<file path="config.mk">
export PLATFORM = sky130hd
export DESIGN_NAME = xform_fifo
export DESIGN_NICKNAME = d
export VERILOG_FILES = /design/src/rtl/xform_fifo.sv
export SDC_FILE = /design/constraint.sdc
export NUM_CORES = 1
export LEC_CHECK = 0
export ABC_CLOCK_PERIOD_IN_PS = 3900
export CORE_ASPECT_RATIO = 1.4
export CORE_UTILIZATION = 45
export DETAILED_ROUTE_END_ITERATION = 8
export PLACE_DENSITY = 0.76
export SYNTH_ARGS = -nofsm -noshare
export SYNTH_HDL_FRONTEND = slang
export SYNTH_SLANG_ARGS = --single-unit
</file>
<file path="constraint.sdc">
create_clock -name clk -period 3.9 [get_ports clk]
set_input_delay 0.78 -clock clk [delete_from_list [all_inputs] [get_ports clk]]
set_output_delay 0.78 -clock clk [all_outputs]
set_load 0.005 [all_outputs]
</file>
<file path="src/rtl/xform_fifo.sv">
// Transforming FIFO: each write is inverted and/or bit-reversed according to mode as it is pushed.
// Registered-only handshakes, occupancy level, sticky overflow flag and an output transfer counter.
module xform_fifo #(
  parameter int unsigned WIDTH = 8,
  parameter int unsigned DEPTH = 4
) (
  input  logic                       clk,
  input  logic                       rst,
  input  logic [WIDTH-1:0]           in_data,
  input  logic                       in_valid,
  output logic                       in_ready,
  input  logic [1:0]                 mode,
  output logic [WIDTH-1:0]           out_data,
  output logic                       out_valid,
  input  logic                       out_ready,
  output logic [$clog2(DEPTH+1)-1:0] level,
  output logic                       overflow,
  output logic [15:0]                xfer_count
);

  localparam int unsigned LW = $clog2(DEPTH + 1);
  localparam int unsigned PW = $clog2(DEPTH);
  localparam logic [LW-1:0] LevelFull = LW'(DEPTH);

  logic [WIDTH-1:0] r_mem [DEPTH];
  logic [PW-1:0]    r_wptr;
  logic [PW-1:0]    r_rptr;
  logic [LW-1:0]    r_level;
  logic             r_overflow;
  logic [15:0]      r_xfer;

  logic             w_push;
  logic             w_pop;
  logic [WIDTH-1:0] w_inv;
  logic [WIDTH-1:0] w_rev;
  logic [WIDTH-1:0] w_xform;

  assign in_ready   = (r_level != LevelFull);
  assign out_valid  = (r_level != '0);
  assign out_data   = r_mem[r_rptr];
  assign level      = r_level;
  assign overflow   = r_overflow;
  assign xfer_count = r_xfer;

  assign w_push = in_valid & in_ready & ~rst;
  assign w_pop  = out_valid & out_ready & ~rst;

  // mode[0] inverts first, mode[1] then bit-reverses the (possibly inverted) word.
  assign w_inv = mode[0] ? ~in_data : in_data;
  for (genvar g = 0; g < WIDTH; g++) begin : g_rev
    assign w_rev[g] = w_inv[WIDTH-1-g];
  end
  assign w_xform = mode[1] ? w_rev : w_inv;

  // Storage is never cleared; pointers and level alone define what is valid.
  always_ff @(posedge clk) begin
    if (w_push) begin
      r_mem[r_wptr] <= w_xform;
    end
  end

  always_ff @(posedge clk) begin
    if (rst) begin
      r_wptr     <= '0;
      r_rptr     <= '0;
      r_level    <= '0;
      r_overflow <= 1'b0;
      r_xfer     <= '0;
    end else begin
      if (w_push) begin
        r_wptr <= r_wptr + PW'(1);
      end
      if (w_pop) begin
        r_rptr <= r_rptr + PW'(1);
        r_xfer <= r_xfer + 16'd1;
      end
      if (w_push && !w_pop) begin
        r_level <= r_level + LW'(1);
      end else if (w_pop && !w_push) begin
        r_level <= r_level - LW'(1);
      end
      if (in_valid && !in_ready) begin
        r_overflow <= 1'b1;
      end
    end
  end

endmodule
</file>
==> out/results.ini, run 1 <==
[clock_tree]
cts_resized=0
clkTransAtPathRegs_ps=60
clkLatencyLatePin_ps=320
cts_setup_buffers=0
cts_root_buf=clkbuf_8
cts_hold_buf=0
cts.sinks=58
htree_num_levels=3
cts_tree=done
cts_buffers=9
clk_path_buf_depth=2

[worst_setup_path]
end_kind=output port
worst-endpoint-arrival_ps=2010
worstPathBufferInverterCount=1
worstSetupStartpointType=flop
crit_type=flop to output port
cpPeakStageDelay_ps=660
crit_slowest_cell=dfxtp_1
worstPathMaxFanout=8
cp_top_family=flip-flops
path_cells=mux4_2 > clkdlybuf4s50_1
critPathRequiredTime_ps=3120

[pwr]
ir_drop_mv=0.3184
cellPowerDensity_mw_per_mm2=503.0
total_power_w=0.001638
p_leak_nw=1.149

[placement]
io_buffers=43
globalplace.congestion=0.7558
place_ws_ps=798.8
dp_hpwl_um=3208

[floorplan]
io_pins=44
rows=32
core_sq_mm=0.005485
die_h_um=91.20
die-area_sq_mm=0.005993
start_util_pct=46.62
die_w_um=65.72

[timing]
timing.final.crit_share_pct=71.49
timing.hold.ws_ps=470.8
setup_viol=0
slew_headroom_pct=56.06
skew_ps=8.221
drv_slew=0
fmax_mhz=358.7
period_needed_ps=2788
tightestPinTransition_ps=653.1
worst_slack_ps=1112
hold_viol=0
tns_ps=0
rsz0062_at_grt=no

[detailed_routing]
vias=1638
ant_nets=0
viasPerCell=5.119
drtPass1Iterations=4
drc=0
wl_um=4418
wl_per_cell_um=13.81
dr.first_iter.drc_count=19

[finish]
fill_cells=488
diodes=0
syn2layout_area_growth_pct=27.35
drive_above_1_share_pct=12.30
fin_nets=268
final_util_pct=59.38

[synth]
yosys_warnings=0
syn_area_per_cell_sq_um=12.79
synth_top_cell_area_share_pct=37.57
ys_ff_latch=58
synth_top_family_by_area=simple AND/OR/NAND/NOR gates
synth.distinct_cells=37
synth-main-ff-cell=edfxtp_1
synth_compound_area_share_pct=3.180
synthSimpleGateAreaFrac_pct=13.99
yosys.area.top_type=edfxtp_1
synth_most_common_cell=edfxtp_1
synth-xor-area-share_pct=6.849
postSynthNetCount=221
synthCells=200
synth_fa_ha_area_share_pct=3.718
synthMuxAreaShare_pct=11.79
netlist_area_sq_mm=0.002557
ys_top_cells_by_area=edfxtp_1 38%, dfxtp_1 20%, mux4_2 7.0%, xnor2_1 5.1%, mux2i_1 4.3%
seq_area_frac_synth_pct=57.93
synth_edf_count=32
async_flop_share_pct=0
synthTopCellsByCount=32 x edfxtp_1, 26 x dfxtp_1, 18 x nor2_1, 15 x xnor2_1, 11 x mux2i_1

[status]
status=finished, final reports clean

[job]
cap_violations=0

[worst_hold_path]
min_path_type=flop to flop

[global_routing]
antenna_found_initial=0
grt_pass1_wl_um=7348
gr-total-overflow=0
grt.total_usage_pct=16.81
grt_max_degree=17
grt_pass1_vias=1637

-- worst paths after layout --
kind / startpoint / end / slack, ps / depth (start not counted)
setup reg to reg: level[0] / level[2] / 1300 / 10
setup / recovery: flop / out_data[7] / 1110 / 2
hold reg to reg: overflow / overflow / 470 / 2
hold / removal: overflow / overflow / 470 / 2
-- cells in the final DEF (no fill, tap or decap), types with 6 or more instances in the layout --
master,count
a21oi_1,7
clkbuf_8,11
clkdlybuf4s50_1,43
dfxtp_1,26
edfxtp_1,32
ha_1,6
inv_1,8
mux2i_1,11
mux4_2,8
nand2_1,6
nand3_1,10
nor2_1,18
xnor2_1,15
-- power breakdown --
group | switching (W) | internal [W]
Sequential | 0.0000517 | 0.000704
Combinational | 0.000145 | 0.000191
Clock | 0.000221 | 0.000326
Total | 0.000417 | 0.00122
-- worst min-delay path, stage by stage (launching register included) --
cell     delay, ps
dfxtp_1        330
a31oi_1         40
nor2_1          70
-- layout make-up --
| class | count | area (sq um) | area share (%) |
|---|---|---|---|
| inverter | 8 | 30.03 | 0.9220 |
| tap | 68 | 85.08 | 2.612 |
| clock buffer | 11 | 151.4 | 4.648 |
| clock inverter | 5 | 52.55 | 1.614 |
| sequential | 58 | 1481 | 45.49 |
| timing repair buffer | 45 | 445.4 | 13.68 |
| multi-input combinational | 125 | 1011 | 31.04 |
-- state kept, by name, summed over array words and instances, names as in the netlist, named ones only --
signal and cells:
r_wptr 2, r_rptr 2, level 3, r_mem 32
xfer_count 16, overflow 1
-- cell families (layout without fill, tap and decap cells) --
logic type / after synthesis / count (layout)
fa+ha+maj: 7 / 7
mux: 20 / 20
buf+inv: 17 / 69
simple gates: 63 / 63
xor+xnor: 20 / 20
flops: 58 / 58
compound gates: 15 / 15
-- stage by stage --
step	instances	instance area, sq um
final	320	3257
after global routing	320	3257
after CTS	320	3257
after detailed placement	304	3053
after global placement	304	3053
after floorplan	200	2557
-- routing by layer --
| layer | vias up | share of wire (%) | global-route usage [%] |
|---|---|---|---|
| li1 | 807 | - | - |
| met2 | 44 | 53 | 29.17 |
| met3 | 7 | 5.3 | 4.774 |
| met4 | 0 | 2.2 | 8.696 |
| met5 | - | 0 | 0 |
| met1 | 780 | 40 | 17.87 |
(Power assumes the default switching activity.)
==> run 2: changes to the inputs <==
- ABC_CLOCK_PERIOD_IN_PS: 3900 -> 2800
- clock period: 3.9 -> 2.8 ns (I/O delays scaled with it)
==> out/results.ini, run 2 (synthesis results as in run 1) <==
[pwr]
internal_power_w=0.001583  ; +30%
cellPowerDensity_mw_per_mm2=668.2  ; +33%
clockPowerShare_pct=28.4  ; -5.0 points
switching_power_w=0.0005844  ; +40%
seq_power_share_pct=48.7  ; +2.6 points
p_comb_share_pct=22.9  ; +2.4 points
p_leak_nw=1.151  ; +0.16%
netSwitchingFraction_pct=26.96  ; +1.5 points
ir_drop_mv=0.3723  ; +17%

[clock_tree]
cts_root_buf=clkbuf_8
cts_setup_buffers=0  ; unchanged
clk_path_buf_depth=2  ; unchanged
htree_num_levels=3  ; unchanged
cts.sinks=58  ; unchanged
cts_hold_buf=0  ; unchanged
cts_buffers=9  ; unchanged
clkLatencyLatePin_ps=330  ; about the same
clkTransAtPathRegs_ps=60  ; about the same
cts_resized=0  ; unchanged
cts_tree=done

[finish]
largest_reg_flops=32  ; unchanged
final_cell_mix=43 x clkdlybuf4s50_1, 32 x edfxtp_1, 26 x dfxtp_1
layout_commonest_cell=clkdlybuf4s50_1
largest_register=r_mem
syn2layout_area_growth_pct=26.86
diodes=0  ; unchanged
drive_above_1_share_pct=12.45  ; +0.15 points
fin_nets=273  ; +1.9%

[timing]
period_needed_ps=2605
timing.hold.ws_ps=482.0  ; +11.24 ps
tns_ps=0  ; unchanged
rsz0062_at_grt=no
skew_ps=6.242  ; -1.979 ps
setup_viol=0  ; unchanged
fmax_mhz=383.9
drv_slew=0  ; unchanged
tightestPinTransition_ps=559.5  ; -93.57 ps
slew_headroom_pct=62.65  ; +6.6 points
timing.final.crit_share_pct=93.03
hold_viol=0  ; unchanged

[floorplan]
start_util_pct=46.62  ; unchanged
die_h_um=91.20  ; unchanged
die-area_sq_mm=0.005993  ; unchanged
die_w_um=65.72  ; unchanged
io_pins=44  ; unchanged
rows=32  ; unchanged
core_sq_mm=0.005485  ; unchanged

[detailed_routing]
drtPass1Iterations=4  ; unchanged
ant_nets=0  ; unchanged
wl_um=4637  ; +5.0%
drc=0  ; unchanged
wl_per_cell_um=14.27  ; +3.3%
vias=1675  ; +2.3%
viasPerCell=5.154  ; +0.69%
dr.first_iter.drc_count=34  ; +15

[status]
status=finished, final reports clean

[worst_setup_path]
crit_type=flop to output port
worstPathMaxFanout=8  ; unchanged
r2r_slack_ps=560  ; -740 ps
cpPeakStageDelay_ps=670  ; about the same
worst-endpoint-arrival_ps=2040  ; +30 ps
crit_slowest_cell=dfxtp_1
path_cells=mux4_2 > clkdlybuf4s50_1
r2r_start=level[0]
reg2regPathDepth=9  ; -1
critPathRequiredTime_ps=2240  ; -880 ps
worstSetupStartpointType=flop
rr_endpoint=level[2]
end_kind=output port

[global_routing]
grt_pass1_vias=1731  ; +5.7%
grt_pass1_wl_um=7872  ; +7.1%
gr-total-overflow=0  ; unchanged
grt_max_degree=16  ; -1
antenna_found_initial=0  ; unchanged
grt.total_usage_pct=17.86  ; +1.1 points

[placement]
dp_hpwl_um=3331  ; +3.8%
globalplace.congestion=0.7293  ; -3.5%
io_buffers=43  ; unchanged

[worst_hold_path]
min_path_type=flop to flop
holdPathStages=2  ; unchanged
min_from=overflow
hold_end=overflow

[job]
cap_violations=0  ; unchanged

[run 2: per-layer routing]
metal,GRT usage (%),share of wire [%]
met1,19.39,41
met3,5.528,5.8
met4,8.877,1.1
met5,0,0
met2,30.44,52
[run 2: cell type report]
| class | instances | area [sq um] |
|---|---|---|
| clock inverters | 4 | 18.77 |
| multi-input cells | 125 | 1011 |
| flip-flops and latches | 58 | 1481 |
| repair buffers | 50 | 483.0 |
| clock buffers | 12 | 135.1 |
| well taps | 68 | 85.08 |
| inverters | 8 | 30.03 |
| fillers | 457 | 2241 |
[run 2: worst max-delay path by stage]
stage	from	end	slack, ps	cells after the start
floorplan	rst	level[2]	350	11
global placement	out_ready	level[2]	150	10
detailed placement	out_ready	level[2]	90	10
CTS	flop	out_data[3]	90	2
global route	flop	out_data[3]	50	2
finish	flop	out_data[3]	200	2
[run 2: critical path, delay by kind of cell, from the launching register on]
| family | cells | cell delay (ps) |
|---|---|---|
| buffers and inverters | 1 | 460 |
| multiplexers | 1 | 590 |
| flip-flops | 1 | 670 |
[run 2: metrics by stage]
step	instances	total power, W	worst slack, ps	utilization, %	area [sq um]
floorplan	200	0.001325	351.5	-	2557
global placement	309	0.001567	151.2	56.34	3090
detailed placement	309	0.001581	90.43	56.34	3090
CTS	325	0.002199	89.08	59.15	3244
global route	325	0.002290	53.58	59.15	3244
finish	325	0.002168	195.1	59.15	3244
[run 2: power groups by stage]
stage / clock [W] / sequential (W) / combinational (W)
after floorplan: 0 / 0.00104 / 0.000281
after global placement: 0 / 0.00107 / 0.000493
after detailed placement: 0 / 0.00108 / 0.000503
after CTS: 0.000632 / 0.00106 / 0.000506
after global routing: 0.000668 / 0.00107 / 0.000551
final: 0.000616 / 0.00106 / 0.000496
